### src/rtl/dm_access_unit.sv
// dm_access_unit -- data-memory access stage behind the control unit.
//
// Takes a load or store from the single-cycle core. It drives one request on a
// req/gnt/rvalid memory bus, returns sign- or zero-extended load data, and
// holds the core stalled until the access completes.
//
// Optional feature: define DM_MISALIGN_TRAP_EN to trap misaligned H/W accesses.
// A trapped access never reaches the bus and produces a one-cycle err pulse.
// Without the macro, H ignores addr[0], W ignores addr[1:0], and err is raised
// only on timeout.
//
// Ports
//   clk, rst              clock; asynchronous active-high reset
//   req_valid, DmWr       access present this cycle; 1=store, 0=load
//   DmCtrl                000 B, 001 H, 010 W, 100 BU, 101 HU, others W
//   addr, wdata           byte address from ALU, store data (rs2)
//   stall                 hold PC/instruction while 1
//   rdata, rdata_valid    extended load result and its 1-cycle RESP pulse
//   err                   1-cycle RESP pulse on timeout or trapped misalign
//   mem_req/we/addr/be/wdata  bus request fields (word address, lane-replicated data)
//   mem_gnt, mem_rvalid, mem_rdata  bus handshake and read data
module dm_access_unit #(
  parameter int TIMEOUT = 256
) (
  input  logic        clk,
  input  logic        rst,
  input  logic        req_valid,
  input  logic        DmWr,
  input  logic [2:0]  DmCtrl,
  input  logic [31:0] addr,
  input  logic [31:0] wdata,
  output logic        stall,
  output logic [31:0] rdata,
  output logic        rdata_valid,
  output logic        err,
  output logic        mem_req,
  output logic        mem_we,
  output logic [31:0] mem_addr,
  output logic [3:0]  mem_be,
  output logic [31:0] mem_wdata,
  input  logic        mem_gnt,
  input  logic        mem_rvalid,
  input  logic [31:0] mem_rdata
);
  localparam int CW = $clog2(TIMEOUT) + 1;

  typedef enum logic [1:0] {IDLE, REQ, WAIT, RESP} state_t;

  state_t        state, state_nxt;
  logic          we_q;
  logic [2:0]    ctrl_q;
  logic [31:0]   addr_q, wdata_q, rdata_q;
  logic          err_q;
  logic [CW-1:0] cnt;

  logic          tmo, abort, ld_cap, misalign;
  logic          is_b, is_h;
  logic [31:0]   ld_ext;
  logic [7:0]    ld_byte;
  logic [15:0]    ld_half;

  // Size decode on the captured access: ctrl[1:0] selects the width and
  // ctrl[2] marks the unsigned variant. Any unlisted code falls through to W.
  assign is_b = (ctrl_q[1:0] == 2'b00);
  assign is_h = (ctrl_q[1:0] == 2'b01);

`ifdef DM_MISALIGN_TRAP_EN
  logic in_b, in_h;
  assign in_b     = (DmCtrl[1:0] == 2'b00);
  assign in_h     = (DmCtrl[1:0] == 2'b01);
  assign misalign = (in_h & addr[0]) | (!in_b & !in_h & (addr[1:0] != 2'b00));
`else
  assign misalign = 1'b0;
`endif

  // The access is aborted in its TIMEOUT-th cycle spent in REQ or WAIT.
  assign tmo = (cnt == CW'(TIMEOUT - 1));

  // Load lane select and extension.
  always_comb begin
    ld_byte = mem_rdata[8*addr_q[1:0] +: 8];
    ld_half = addr_q[1] ? mem_rdata[31:16] : mem_rdata[15:0];
    if (is_b)      ld_ext = {{24{ld_byte[7]  & ~ctrl_q[2]}}, ld_byte};
    else if (is_h) ld_ext = {{16{ld_half[15] & ~ctrl_q[2]}}, ld_half};
    else           ld_ext = mem_rdata;
  end

  always_comb begin
    state_nxt = state;
    abort     = 1'b0;
    ld_cap    = 1'b0;
    case (state)
      IDLE: if (req_valid) state_nxt = misalign ? RESP : REQ;
      REQ: begin
        // A store finishes on its grant. Otherwise the timeout wins over
        // a load grant that arrives in the very last budget cycle.
        if (mem_gnt && we_q)  state_nxt = RESP;
        else if (tmo)         begin state_nxt = RESP; abort = 1'b1; end
        else if (mem_gnt)     state_nxt = WAIT;
      end
      WAIT: begin
        if (mem_rvalid)       begin state_nxt = RESP; ld_cap = 1'b1; end
        else if (tmo)         begin state_nxt = RESP; abort = 1'b1; end
      end
      RESP:    state_nxt = IDLE;
      default: state_nxt = IDLE;
    endcase
  end

  always_ff @(posedge clk or posedge rst) begin
    if (rst) begin
      state   <= IDLE;
      we_q    <= 1'b0;
      ctrl_q  <= 3'b0;
      addr_q  <= 32'b0;
      wdata_q <= 32'b0;
      rdata_q <= 32'b0;
      err_q   <= 1'b0;
      cnt     <= '0;
    end else begin
      state <= state_nxt;
      case (state)
        IDLE: if (req_valid) begin
          we_q    <= DmWr;
          ctrl_q  <= DmCtrl;
          addr_q  <= addr;
          wdata_q <= wdata;
          rdata_q <= 32'b0;
          err_q   <= misalign;
          cnt     <= '0;
        end
        REQ, WAIT: begin
          cnt <= cnt + 1'b1;
          if (abort) begin
            err_q   <= 1'b1;
            rdata_q <= 32'b0;
          end
          if (ld_cap) rdata_q <= ld_ext;
        end
        default: ;
      endcase
    end
  end

  // stall is combinational so the core holds in the capture cycle itself.
  // It is gated by rst because req_valid may be high during reset.
  assign stall       = !rst & ((state == IDLE && req_valid) || state == REQ || state == WAIT);
  assign rdata       = rdata_q;
  assign rdata_valid = (state == RESP) & !we_q;
  assign err         = (state == RESP) & err_q;

  assign mem_req   = (state == REQ);
  assign mem_we    = mem_req & we_q;
  assign mem_addr  = {addr_q[31:2], 2'b00};
  always_comb begin
    if (!mem_req)  mem_be = 4'b0000;
    else if (is_b) mem_be = 4'b0001 << addr_q[1:0];
    else if (is_h) mem_be = addr_q[1] ? 4'b1100 : 4'b0011;
    else           mem_be = 4'b1111;
  end
  always_comb begin
    if (is_b)      mem_wdata = {4{wdata_q[7:0]}};
    else if (is_h) mem_wdata = {2{wdata_q[15:0]}};
    else           mem_wdata = wdata_q;
  end
endmodule
### config.mk
export PLATFORM = sky130hd
export DESIGN_NAME = dm_access_unit
export DESIGN_NICKNAME = d
export VERILOG_FILES = /design/src/rtl/dm_access_unit.sv
export SDC_FILE = /design/constraint.sdc
export NUM_CORES = 1
export LEC_CHECK = 0
export CAP_MARGIN = 20
export CORE_MARGIN = 2
export CORE_UTILIZATION = 45
export DETAILED_ROUTE_END_ITERATION = 7
export PLACE_DENSITY = 0.84
export SYNTH_ARGS = -nofsm -noshare
export SYNTH_HDL_FRONTEND = slang
export SYNTH_SLANG_ARGS = --single-unit
### constraint.sdc
create_clock -name clk -period 4.9 [get_ports clk]
set_input_delay 0.98 -clock clk [delete_from_list [all_inputs] [get_ports clk]]
set_output_delay 0.98 -clock clk [all_outputs]
set_load 0.02 [all_outputs]
==> impl_metrics.toml, run 1 <==
[grt]
grt_pass1_wl_um = 24700
grt_pass1_vias = 4758
grt_max_degree = 71
grtUsageTotal = 0.225
grt_overflow = 0
grt_antenna_before_repair = 0

[floorplan]
io_pins = 210
die_area_mm2 = 0.0138
chipWidth_um = 118
die_h_um = 118
start_util = 0.459
core_area_mm2 = 0.0126
fp-row-count = 41

[clock_network]
htree_levels = 3
cts_sinks = 112
cts_resized = 0
clkSlewWorstSetupHoldPaths_ns = 0.07
cts_tree = "done"
cts_buffers = 9
cts_setup_buffers = 0
clockRootBuffer = "clkbuf_16"
hold_buffers = 0
clk_latency_ns = 0.35
clk_path_buf_depth = 2

[routing]
drcViolationCount = 0
ant_nets = 0
drt_iter0_drc = 321
dr.pass1.iters = 5
vias = 4611
via_per_inst = 5.55
drt-wirelength-per-cell_um = 18.7
routed_wl_um = 15500

[sta]
fin_crit_ns = 3.67
setup_viol = 0
rsz0062_at_grt = "false"
tns_ns = 0
timing.final.crit_share = 0.749
slew_headroom = 0.399
slew_violations = 0
finalClockSkew_ns = 0.00832
fin_ws_ns = 1.23
worst_pin_slew_ns = 0.895
max_freq_ghz = 0.272
finalHoldViolCount = 0

[critical_path]
startpoint_type = "register"
path_class = "reg2out"
crit_family = "buffers and inverters"
crit_fanout = 26
cp_data_required_time_ns = 3.92
cp_cell_sequence = "clkinv_1, a21boi_0, clkdlybuf4s50_1"
worstPathBufferInverterCount = 2
cp_slowest_cell = "dfrtp_1"
setup.worst_path.end_class = "output port"
crit_arrival_ns = 2.69
max_stage_delay_ns = 0.88

[synthesis]
syn_area_per_cell_um2 = 11.6
netlist_area_mm2 = 0.00580
synth_edf_count = 0
synth_warnings = 0
syn_inst = 498
ys.flop_type = "dfrtp_1"
yosys_register_bits = 112
async_flop_share = 1.00
seq_area_frac_synth = 0.483
ys_types = 48

[placement]
dp_hpwl_um = 11100
port_buffers = 207
pre_cts_ws_ns = 1.52
gp_congestion = 0.879

[layout]
final_common_cell = "clkdlybuf4s50_1"
drive_above_1_share = 0.184
diodes = 0
nFillCells = 1026
nets = 766
multi_input_area_mm2 = 0.00252
final_cell_mix = "207 x clkdlybuf4s50_1, 112 x dfrtp_1, 80 x mux2_2"
syn_to_final_growth_pct = 38.2
seq_area_mm2 = 0.00280

[pwr]
leakage_nw = 3.38
power_w = 0.00539
peakVddDrop_v = 0.000417
power.density_mw_per_mm2 = 672

[flow_run]
cap_violations = 0

[worst_hold_path]
min_path_type = "reg2reg"

[outcome]
status = "finished clean"
-- power breakdown --
part,internal (W),leakage [nW],switching [W]
logic,0.00152,1.84,0.00153
registers,0.00129,1.40,0.000327
clock network,0.000394,0.138,0.000327
total,0.00320,3.38,0.00218
-- state kept, by name, indices dropped and copies added (netlist names) --
name,flops
addr_q,32
rdata,32
wdata_q,32
cnt,9
ctrl_q,3
state,2
err_q,1
we_q,1
-- through the flow --
step                       util  hold slack (ns)  area [µm²]  cells
after floorplan               -            0.450        5800    499
after global placement    0.611            0.467        7710    814
after detailed placement  0.612            0.475        7720    815
after CTS                 0.635            0.490        8010    831
after global routing      0.635            0.513        8010    831
final                     0.635            0.487        8010    831
-- layer usage --
metal,up-vias,share of wire,global-route usage
met5,-,0,0
met4,0,0.032,0.105
met3,36,0.092,0.0683
met2,226,0.47,0.367
met1,2269,0.41,0.273
li1,2080,-,-
-- cell families after synthesis --
| group | Yosys count | share of synthesized area |
|---|---|---|
| other | 1 | 0.000647 |
| AO/OA/AOI/OAI | 98 | 0.134 |
| adder cells (fa/ha/maj) | 7 | 0.0151 |
| AND/OR/NAND/NOR | 95 | 0.0764 |
| multiplexers | 98 | 0.202 |
| XOR/XNOR | 2 | 0.00302 |
| flip-flops | 112 | 0.483 |
| buffers and inverters | 85 | 0.0852 |
-- cell type report --
class / instances / share of cell area
sequential: 112 / 0.350
multi-input combinational: 302 / 0.314
timing repair buffer: 214 / 0.266
clock buffer: 10 / 0.0286
tap: 172 / 0.0269
clock inverter: 6 / 0.00749
inverter: 15 / 0.00734
-- cells in the mapped netlist, drive strengths merged, types with 2 or more instances --
cell | n | share of area
inv | 14 | 0.0091
a22o | 10 | 0.015
mux2 | 80 | 0.16
o21ai | 12 | 0.010
nand3 | 2 | 0.0017
a21o | 2 | 0.0026
o41ai | 2 | 0.0030
a32o | 2 | 0.0035
o2bb2ai | 7 | 0.011
a221oi | 2 | 0.0041
mux4 | 7 | 0.027
nand2b | 6 | 0.0069
o21a | 2 | 0.0026
o22ai | 17 | 0.018
a21oi | 6 | 0.0052
nand2 | 47 | 0.030
dfrtp | 112 | 0.48
nor4 | 2 | 0.0047
clkbuf | 11 | 0.0071
nor2b | 5 | 0.0054
o31ai | 2 | 0.0026
nor3 | 2 | 0.0026
ha | 7 | 0.015
xnor2 | 2 | 0.0030
a221o | 23 | 0.040
a2bb2oi | 7 | 0.011
mux2i | 11 | 0.020
buf | 59 | 0.068
and2 | 3 | 0.0032
nor2 | 25 | 0.017
-- worst reg2reg max path, stage by stage (launching register included) --
cell,delay (ns)
dfrtp_1,0.42
inv_1,0.10
ha_1,0.57
nand4_2,0.47
nor4_4,0.93
a221o_1,0.22
-- worst paths after layout --
kind | from | endpoint | slack, ns | cells past startpoint
max | ctrl_q[1]$_DFFE_PP0P_ | mem_be[3] | 1.23 | 3
min | cnt[8]$_DFFE_PP0P_ | cnt[8]$_DFFE_PP0P_ | 0.49 | 2
max reg2reg | state[0]$_DFFE_PP0P_ | rdata[30]$_DFFE_PP0P_ | 2.12 | 5
min reg2reg | cnt[8]$_DFFE_PP0P_ | cnt[8]$_DFFE_PP0P_ | 0.49 | 2
max in group asynchronous | rst | addr_q[2]$_DFFE_PP0P_ | 2.89 | 3
min in group asynchronous | rst | addr_q[18]$_DFFE_PP0P_ | 1.09 | 2
(Power assumes the default switching activity.)
==> run 2: changes to the inputs <==
--- a/config.mk
+++ b/config.mk
@@ -7,9 +7,9 @@
 export LEC_CHECK = 0
 export CAP_MARGIN = 20
 export CORE_MARGIN = 2
-export CORE_UTILIZATION = 45
+export CORE_UTILIZATION = 41
 export DETAILED_ROUTE_END_ITERATION = 7
-export PLACE_DENSITY = 0.84
+export PLACE_DENSITY = 0.8
 export SYNTH_ARGS = -nofsm -noshare
 export SYNTH_HDL_FRONTEND = slang
 export SYNTH_SLANG_ARGS = --single-unit
==> constraint.sdc (replaced) <==
create_clock -name clk -period 3.3 [get_ports clk]
set_input_delay 0.66 -clock clk [delete_from_list [all_inputs] [get_ports clk]]
set_output_delay 0.66 -clock clk [all_outputs]
set_load 0.02 [all_outputs]
==> run 2 against run 1 <==
Against the previous run:
- total power rose by 49%
- wire length fell by 0.10%
- sequential power rose by 46%
- critical endpoint unchanged
- sequential cell count did not move
- clock skew rose by 0.00097 ns
- non-clock buffer count rose by 4
==> impl_metrics.toml, run 2 (synthesis results as in run 1) <==
[outcome]
status = "finished clean"

[pwr]
internal-power_w = 0.00479
leakage_nw = 3.39
swShare = 0.405
p_clk_frac = 0.137
power.density_mw_per_mm2 = 998
power_w = 0.00805
combPwrFrac = 0.570
pwr-share-seq = 0.294
peakVddDrop_v = 0.000657
switchingPower_w = 0.00326

[critical_path]
setup.worst_path.end_class = "output port"
crit_fanout = 13
cp_data_required_time_ns = 2.64
crit_start = "ctrl_q[1]$_DFFE_PP0P_"
rrSetupSlack_ns = 0.70
worst-path-stages = 3
cp_cell_sequence = "clkinv_1, a21boi_0, clkdlybuf4s50_1"
r2r-start = "cnt[0]$_DFFE_PP0P_"
max_stage_delay_ns = 0.65
crit_family = "buffers and inverters"
startpoint_type = "register"
path_class = "reg2out"
cp_slowest_cell = "clkdlybuf4s50_1"
worstPathBufferInverterCount = 2
r2r-end = "rdata[25]$_DFFE_PP0P_"
crit_arrival_ns = 2.33
reg2reg_depth = 10

[routing]
ant_nets = 0
via_per_inst = 5.44
routed_wl_um = 15500
vias = 4584
drt_iter0_drc = 230
wl_met1_um = 6280
dr.pass1.iters = 5
dr_wl_met2_um = 7500
drt-wirelength-per-cell_um = 18.4
drcViolationCount = 0
top_layer_used = "met4"
wl_met3_um = 1400

[clock_network]
htree_levels = 3
clockRootBuffer = "clkbuf_16"
cts_setup_buffers = 0
clkSlewWorstSetupHoldPaths_ns = 0.07
cts_buffers = 9
cts_sinks = 112
clk_path_buf_depth = 2
cts_tree = "done"
clk_latency_ns = 0.35
cts_resized = 0
hold_buffers = 0

[floorplan]
die_area_mm2 = 0.0151
core_area_mm2 = 0.0138
fp-row-count = 43
io_pins = 210
chipWidth_um = 123
start_util = 0.419
die_h_um = 123

[worst_hold_path]
worstHoldEndpoint = "rdata[3]$_DFFE_PP0P_"
min_path_type = "reg2reg"
hold_start = "rdata[3]$_DFFE_PP0P_"
worst_hold_path.num_cells = 1

[sta]
timing.final.crit_share = 0.905
fin_crit_ns = 2.99
max_freq_ghz = 0.335
slew_headroom = 0.401
finalClockSkew_ns = 0.00929
tns_ns = 0
slew_violations = 0
setup_viol = 0
rsz0062_at_grt = "false"
finalHoldViolCount = 0
worst_pin_slew_ns = 0.899

[placement]
gp_congestion = 0.804
dp_hpwl_um = 11300
port_buffers = 207

[grt]
grt_antenna_before_repair = 1
grt_overflow = 0
grt_pass1_wl_um = 24200
grtUsageTotal = 0.208
grt_max_degree = 71
grt_pass1_vias = 4676

[layout]
final_common_cell = "clkdlybuf4s50_1"
syn_to_final_growth_pct = 39.1
drive_above_1_share = 0.189
nets = 770
final_cell_mix = "207 x clkdlybuf4s50_1, 112 x dfrtp_1, 80 x mux2_2"
diodes = 0

[flow_run]
cap_violations = 0
==> run 2: cell count changes in the layout (fill, tap and decap cells not counted) <==
cell,change
buf_4,+4
inv_6,+1
clkinvlp_4,+1
clkinv_2,-2
clkinv_4,+1
inv_4,-1
==> run 2: power groups by stage <==
stage	logic (W)	clock network [W]	registers (W)
after floorplan	0.00312	0	0.00229
after global placement	0.00443	0	0.00235
after detailed placement	0.00459	0	0.00239
after CTS	0.00461	0.00113	0.00237
after global routing	0.00490	0.00118	0.00245
final	0.00458	0.00110	0.00236
==> run 2: worst max-delay path by stage <==
| stage | endpoint |
|---|---|
| final | mem_be[3] |
| after global placement | rdata[16]$_DFFE_PP0P_ |
| after CTS | mem_be[3] |
| after global routing | mem_be[3] |
| after floorplan | mem_be[3] |
| after detailed placement | rdata[25]$_DFFE_PP0P_ |
==> run 2: layer usage <==
metal,global-route usage,up-vias
met2,0.347,205
li1,-,2082
met5,0,-
met1,0.254,2266
met3,0.0701,31
met4,0.0639,0
==> run 2: worst reg2reg max path, stage by stage (launching register included) <==
cell and delay [ns]:
dfrtp_1 0.39, ha_1 0.21, nand3_1 0.13, nor2_1 0.16, and3_1 0.17, ha_1 0.20, inv_1 0.06, o22ai_1 0.24
o21bai_2 0.29, buf_8 0.25, a221o_1 0.38
==> run 2: cell type report <==
class	instances	area, µm²
Fill cell	1127	5760
Sequential cell	112	2800
Multi-Input combinational cell	302	2520
Timing Repair Buffer	218	2160
Clock buffer	10	229
Tap cell	180	225
Clock inverter	6	67.6
Inverter	15	60.1
==> run 2: metrics by stage <==
step	instance area (µm²)	hold slack, ns	utilization	std cells	setup slack (ns)
3_3_place_gp	7750	0.468	0.561	826	0.542
2_1_floorplan	5810	0.450	-	499	1.04
5_1_grt	8060	0.518	0.583	843	0.186
4_1_cts	8060	0.500	0.583	843	0.286
3_5_place_dp	7770	0.480	0.562	827	0.519
6_report	8060	0.491	0.583	843	0.313
==> run 3: changes to the inputs <==
--- a/config.mk
+++ b/config.mk
@@ -10,6 +10,7 @@
 export CORE_UTILIZATION = 41
 export DETAILED_ROUTE_END_ITERATION = 7
 export PLACE_DENSITY = 0.8
+export SKIP_CTS_REPAIR_TIMING = 1
 export SYNTH_ARGS = -nofsm -noshare
 export SYNTH_HDL_FRONTEND = slang
 export SYNTH_SLANG_ARGS = --single-unit
==> results of run 3 <==
No change in the layout: final DEF, timing and power equal those of run 2.
==> edit 1: new RTL, flow settings as in run 1 <==
`TIMEOUT`: 256 -> 128.
--- a/src/rtl/dm_access_unit.sv
+++ b/src/rtl/dm_access_unit.sv
@@ -22,3 +22,3 @@
 module dm_access_unit #(
-  parameter int TIMEOUT = 256
+  parameter int TIMEOUT = 128
 ) (
Formal check against the unedited RTL: same outputs for any inputs over 4 cycles, from zero or initial values and one cycle with rst high; that may be too few to reach the edited logic, so the function may still have changed.
==> edit 1 against run 1 <==
Critical path depth is 1 higher; cell area is 1.3% higher; total power is 7.8% higher; sequential cell count is 1 lower; largest cell class unchanged; wire length is 3.2% higher; via count is 2.8% higher; area after synthesis is 2.4% higher; setup slack better by 0.13 ns; sequential share of layout area is 0.74 points lower; synthesized cell count is 6.6% higher.
==> edit 1: results (changes against run 1) <==
| Metric | Value |
|---|---|
| Crit path DAT | 2.56 ns (was 2.69 ns) |
| Compound-gate portion of the synthesized area | 13.78% (was 13.40%) |
| HPWL Detailed | 11,510 microns (was 11,140 microns) |
| Initial DRC Count | 491 (was 321) |
| Crit-path max FO | 23 (was 26) |
| Num CTS Buffers | 9 (unchanged) |
| Syn avg cell area | 11.18 sq um (was 11.64 sq um) |
| Mux cell area share after synthesis | 19.81% (was 20.22%) |
| Dpl cells | 843 (was 815) |
| CP top delay family | simple AND/OR/NAND/NOR gates (was buffers and inverters) |
| Reg2reg start | ctrl_q[1] (was state[0]) |
| Post-Synth XOR/XNOR Area | 0.5900% (was 0.3021%) |
| Dpl cell area | 7809 sq um (was 7725 sq um) |
| Total Routing Usage GR | 23.24% (was 22.46%) |
| Post-detailed-route via-to-cell ratio | 5.523 (was 5.549) |
| Storage cell area | 2779 sq um (was 2803 sq um) |
| Clock skew | 0.007264 ns (was 0.008322 ns) |
| Yosys cell types | 52 (was 48) |
| Smallest hold slack | 0.4930 ns (was 0.4870 ns) |
| Leak | 3.455 nW (was 3.378 nW) |
| Routed len/inst | 18.65 microns (was 18.66 microns) |
| CP max stage delay | 0.71 ns (was 0.88 ns) |
| Logic inverters | 28 (was 15) |
| Worst VDD drop | 459.2 uV (was 417.1 uV) |
| Top post-synthesis cells by area | dfrtp_1, mux2_2, buf_4 (unchanged) |
| Ratio of cells with drive above 1 in the final layout | 13.41% (was 18.36%) |
| Outcome | finished, final reports clean (unchanged) |
| Reg-to-reg endpoint | rdata[18] (was rdata[30]) |
| Met2 Routed Length | 7677 microns (was 7308 microns) |
| CTS H-Tree Depth | 3 (unchanged) |
| Critical-path top delay cell | or2_1 (was dfrtp_1) |
| Layout non-clock buf frac | 26.17% (was 26.60%) |
| FILL cells | 990 (was 1,026) |
| Pre-CTS setup slack | 1.595 ns (was 1.517 ns) |
| Hold Crit Start | rdata[19] (was cnt[8]) |
| Met3 WL | 1452 microns (was 1423 microns) |
| M1 wire length | 6530 microns (was 6280 microns) |
| M2 GR Usage | 37.46% (was 36.70%) |
| Global-route wire length before repair | 25,910 microns (was 24,680 microns) |
| NumNets Final | 793 (was 766) |
| Post-route cell area | 8118 sq um (was 8014 sq um) |
| Hold path cells | 1 (was 2) |
| Hold path endpoint | rdata[19] (was cnt[8]) |
| Fraction of area in multi-input gates | 31.81% (was 31.40%) |
| Full die area | 14,130 sq um (was 13,810 sq um) |
| Number of global-route vias before repair | 4,833 (was 4,758) |
| Slew margin rel. | 28.69% (was 39.91%) |
| TritonCTS Sinks | 111 (was 112) |
| GPL Wtd Cong | 0.8722 (was 0.8793) |
| Non-Filler Instances | 858 (was 831) |
| Largest net degree at the start of global routing | 70 (was 71) |
| Reg clk slew, reported paths | 0.07 ns (about the same) |
| Clk tree area frac | 3.807% (was 3.607%) |
| Synth top cells by count | dfrtp_1, mux2_2, nand2_1 (unchanged) |
==> edit 1: where the power goes <==
part | internal [mW] | total [mW] | leakage (nW) | switching (mW)
registers | 1.33 | 1.72 | 1.39 | 0.391
clock network | 0.437 | 0.765 | 0.152 | 0.328
logic | 1.62 | 3.32 | 1.92 | 1.69
==> edit 1: worst max-delay path by stage <==
stage               endpoint       from  cells after the start  slack (ns)
4_1_cts        mem_wdata[15]  ctrl_q[1]                      4        1.35
2_1_floorplan      addr_q[0]        rst                      1        0.99
6_report       mem_wdata[15]  ctrl_q[1]                      4        1.36
3_3_place_gp           stall  req_valid                      4        1.58
3_5_place_dp           stall  req_valid                      4        1.60
5_1_grt         mem_wdata[9]  ctrl_q[1]                      4        1.23
==> edit 1: worst reg2reg max path, delay by kind of cell, from the launching register on <==
family / cells / cell delay (ns)
compound gates: 3 / 1.04
simple gates: 1 / 0.76
flops: 1 / 0.57
==> edit 2: new RTL, settings of run 1 <==
Without the edit above. Make the reset (`rst`) synchronous in one clocked block. Comments in the files are not updated.
--- a/src/rtl/dm_access_unit.sv
+++ b/src/rtl/dm_access_unit.sv
@@ -109,3 +109,3 @@
 
-  always_ff @(posedge clk or posedge rst) begin
+  always_ff @(posedge clk) begin
     if (rst) begin
Check against the original RTL: differs if rst is asserted again (counterexample within 4 cycles, from zero or initial values and one cycle with rst high); with rst held inactive, the same outputs for 4 cycles.
==> edit 2 against run 1 <==
Setup slack improved by 0.17 ns; count of clock-buffer cells in the layout increased by 1; area after synthesis decreased by 6.3%; critical path depth increased by 1; maximum frequency increased by 4.7%; wire length increased by 2.0%; sequential cell count unchanged; sequential share of layout area decreased by 5.4 points; cell area decreased by 5.4%; critical path type unchanged; highest routed layer unchanged.
Power is not compared: it rests on default switching activity, and its combinational part moved more than twofold at a synthesized area within 25%.
==> edit 2: results (changes against run 1) <==
| Metric | Value |
|---|---|
| Crit-path max FO | 45 (was 26) |
| CTS H-Tree Depth | 3 (unchanged) |
| Synth top cells by count | nand2_1, dfxtp_1, a21oi_1 (was dfrtp_1, mux2_2, nand2_1) |
| Ratio of cells with drive above 1 in the final layout | 7.009% (was 18.36%) |
| Crit path DAT | 2.53 ns (was 2.69 ns) |
| Reg clk slew, reported paths | 0.07 ns (about the same) |
| Top_reg_cell synth | dfxtp_1 (was dfrtp_1) |
| Pre-CTS setup slack | 1.495 ns (was 1.517 ns) |
| Leak | 2.779 nW |
| Initial DRC Count | 396 (was 321) |
| Global-route wire length before repair | 25,300 microns (was 24,680 microns) |
| Register area share after synthesis | 41.28% (was 48.34%) |
| Routed WL | 15,810 microns (was 15,500 microns) |
| Yosys cell types | 51 (was 48) |
| Clock latency on the worst-skew pair | 0.35 ns (about the same) |
| NumNets Final | 908 (was 766) |
| Non-Filler Instances | 946 (was 831) |
| Clock skew | 0.007340 ns (was 0.008322 ns) |
| Total Routing Usage GR | 24.34% (was 22.46%) |
| Slew margin rel. | 45.05% (was 39.91%) |
| Setup Fix Bufs, Post-CTS | 0 (unchanged) |
| HPWL Detailed | 11,090 microns (was 11,140 microns) |
| Root buffer cell | clkbuf_16 (unchanged) |
| Top post-synthesis cells by area | dfxtp_1, nand2_1, a21oi_1 (was dfrtp_1, mux2_2, buf_4) |
| Clock Tree Buf Depth | 2 (unchanged) |
| # diodes | 0 (unchanged) |
| Dpl cell area | 7281 sq um (was 7725 sq um) |
| Worst Hold Class | reg2reg (unchanged) |
| Number of global-route vias before repair | 5,257 (was 4,758) |
| FILL cells | 1,017 (was 1,026) |
| Synthesized instance count | 654 (was 498) |
| Num CTS Buffers | 9 (unchanged) |
| GPL Wtd Cong | 0.8433 (was 0.8793) |
| Dpl cells | 931 (was 815) |
| Worst VDD drop | 227.8 uV |
| First drt pass iteration count | 5 (unchanged) |
| Final ANT Viol Nets | 0 (unchanged) |
| Switch Pwr | about 1.2 mW |
| Outcome | finished, final reports clean (unchanged) |
| Asr flop ratio synth | 0% (was 100.0%) |
| Initial antenna violation count | 0 (unchanged) |
| Synth Warn # | 0 (unchanged) |
| Post-detailed-route via-to-cell ratio | 5.479 (was 5.549) |
| Post_cts resized | 0 (unchanged) |
| Post-route clock period utilization | 71.54% (was 74.93%) |
| Largest net degree at the start of global routing | 78 (was 71) |
| Buffers added on ports | 207 (unchanged) |
[edit 2: kinds of logic after synthesis]
family	count (synthesis)	synth area share, %
simple gates	225	18.36
compound gates	163	19.53
flops	112	41.28
buf+inv	107	10.50
mux	34	7.832
fa+ha+maj	7	1.612
xor+xnor	5	0.8064
other cells	1	0.06904
[edit 2: layout make-up]
| cell class | count | area [sq um] | area share, % |
|---|---|---|---|
| multi-input combinational | 436 | 2635 | 34.75 |
| inverter | 21 | 78.83 | 1.039 |
| clock buffer | 11 | 252.7 | 3.333 |
| tap | 147 | 183.9 | 2.425 |
| timing repair buffer | 216 | 2147 | 28.31 |
| sequential | 112 | 2243 | 29.58 |
| clock inverter | 3 | 42.54 | 0.5610 |
[edit 2: per-layer routing]
layer	track usage [%]	share of wire [%]
met1	28.19	41
met2	42.40	49
met3	6.217	7.4
met4	10.98	2.4
met5	0	0
[edit 2: final timing paths]
check / from / endpoint / slack (ns) / cells past startpoint
max: ctrl_q[1] / mem_be[0] / 1.39 / 4
min: addr_q[14] / addr_q[14] / 0.45 / 2
max reg2reg: ctrl_q[1] / rdata[1] / 2.36 / 5
min reg2reg: addr_q[14] / addr_q[14] / 0.45 / 2
[edit 2: metrics by stage]
stage / util, % / hold WS (ns) / power [mW]
final: 63.67 / 0.4539 / 3.206
after global routing: 63.67 / 0.4716 / 3.390
after CTS: 63.60 / 0.4557 / 3.227
after detailed placement: 61.12 / 0.4457 / 2.480
after global placement: 60.96 / 0.4373 / 2.422
after floorplan: - / 0.4285 / 2.014
[edit 2: power by group through the flow]
| stage | Sequential, mW | Clock (mW) | Combinational (mW) |
|---|---|---|---|
| floorplan | 1.12 | 0 | 0.895 |
| global placement | 1.15 | 0 | 1.28 |
| detailed placement | 1.15 | 0 | 1.33 |
| CTS | 1.13 | 0.763 | 1.33 |
| global route | 1.15 | 0.803 | 1.44 |
| finish | 1.13 | 0.746 | 1.33 |
[edit 2: worst max-delay path: stages, from the launching register on]
cell             delay [ns]
dfxtp_2                0.68
buf_4                  0.48
o21bai_1               0.23
and2_1                 0.17
clkdlybuf4s50_1        0.60
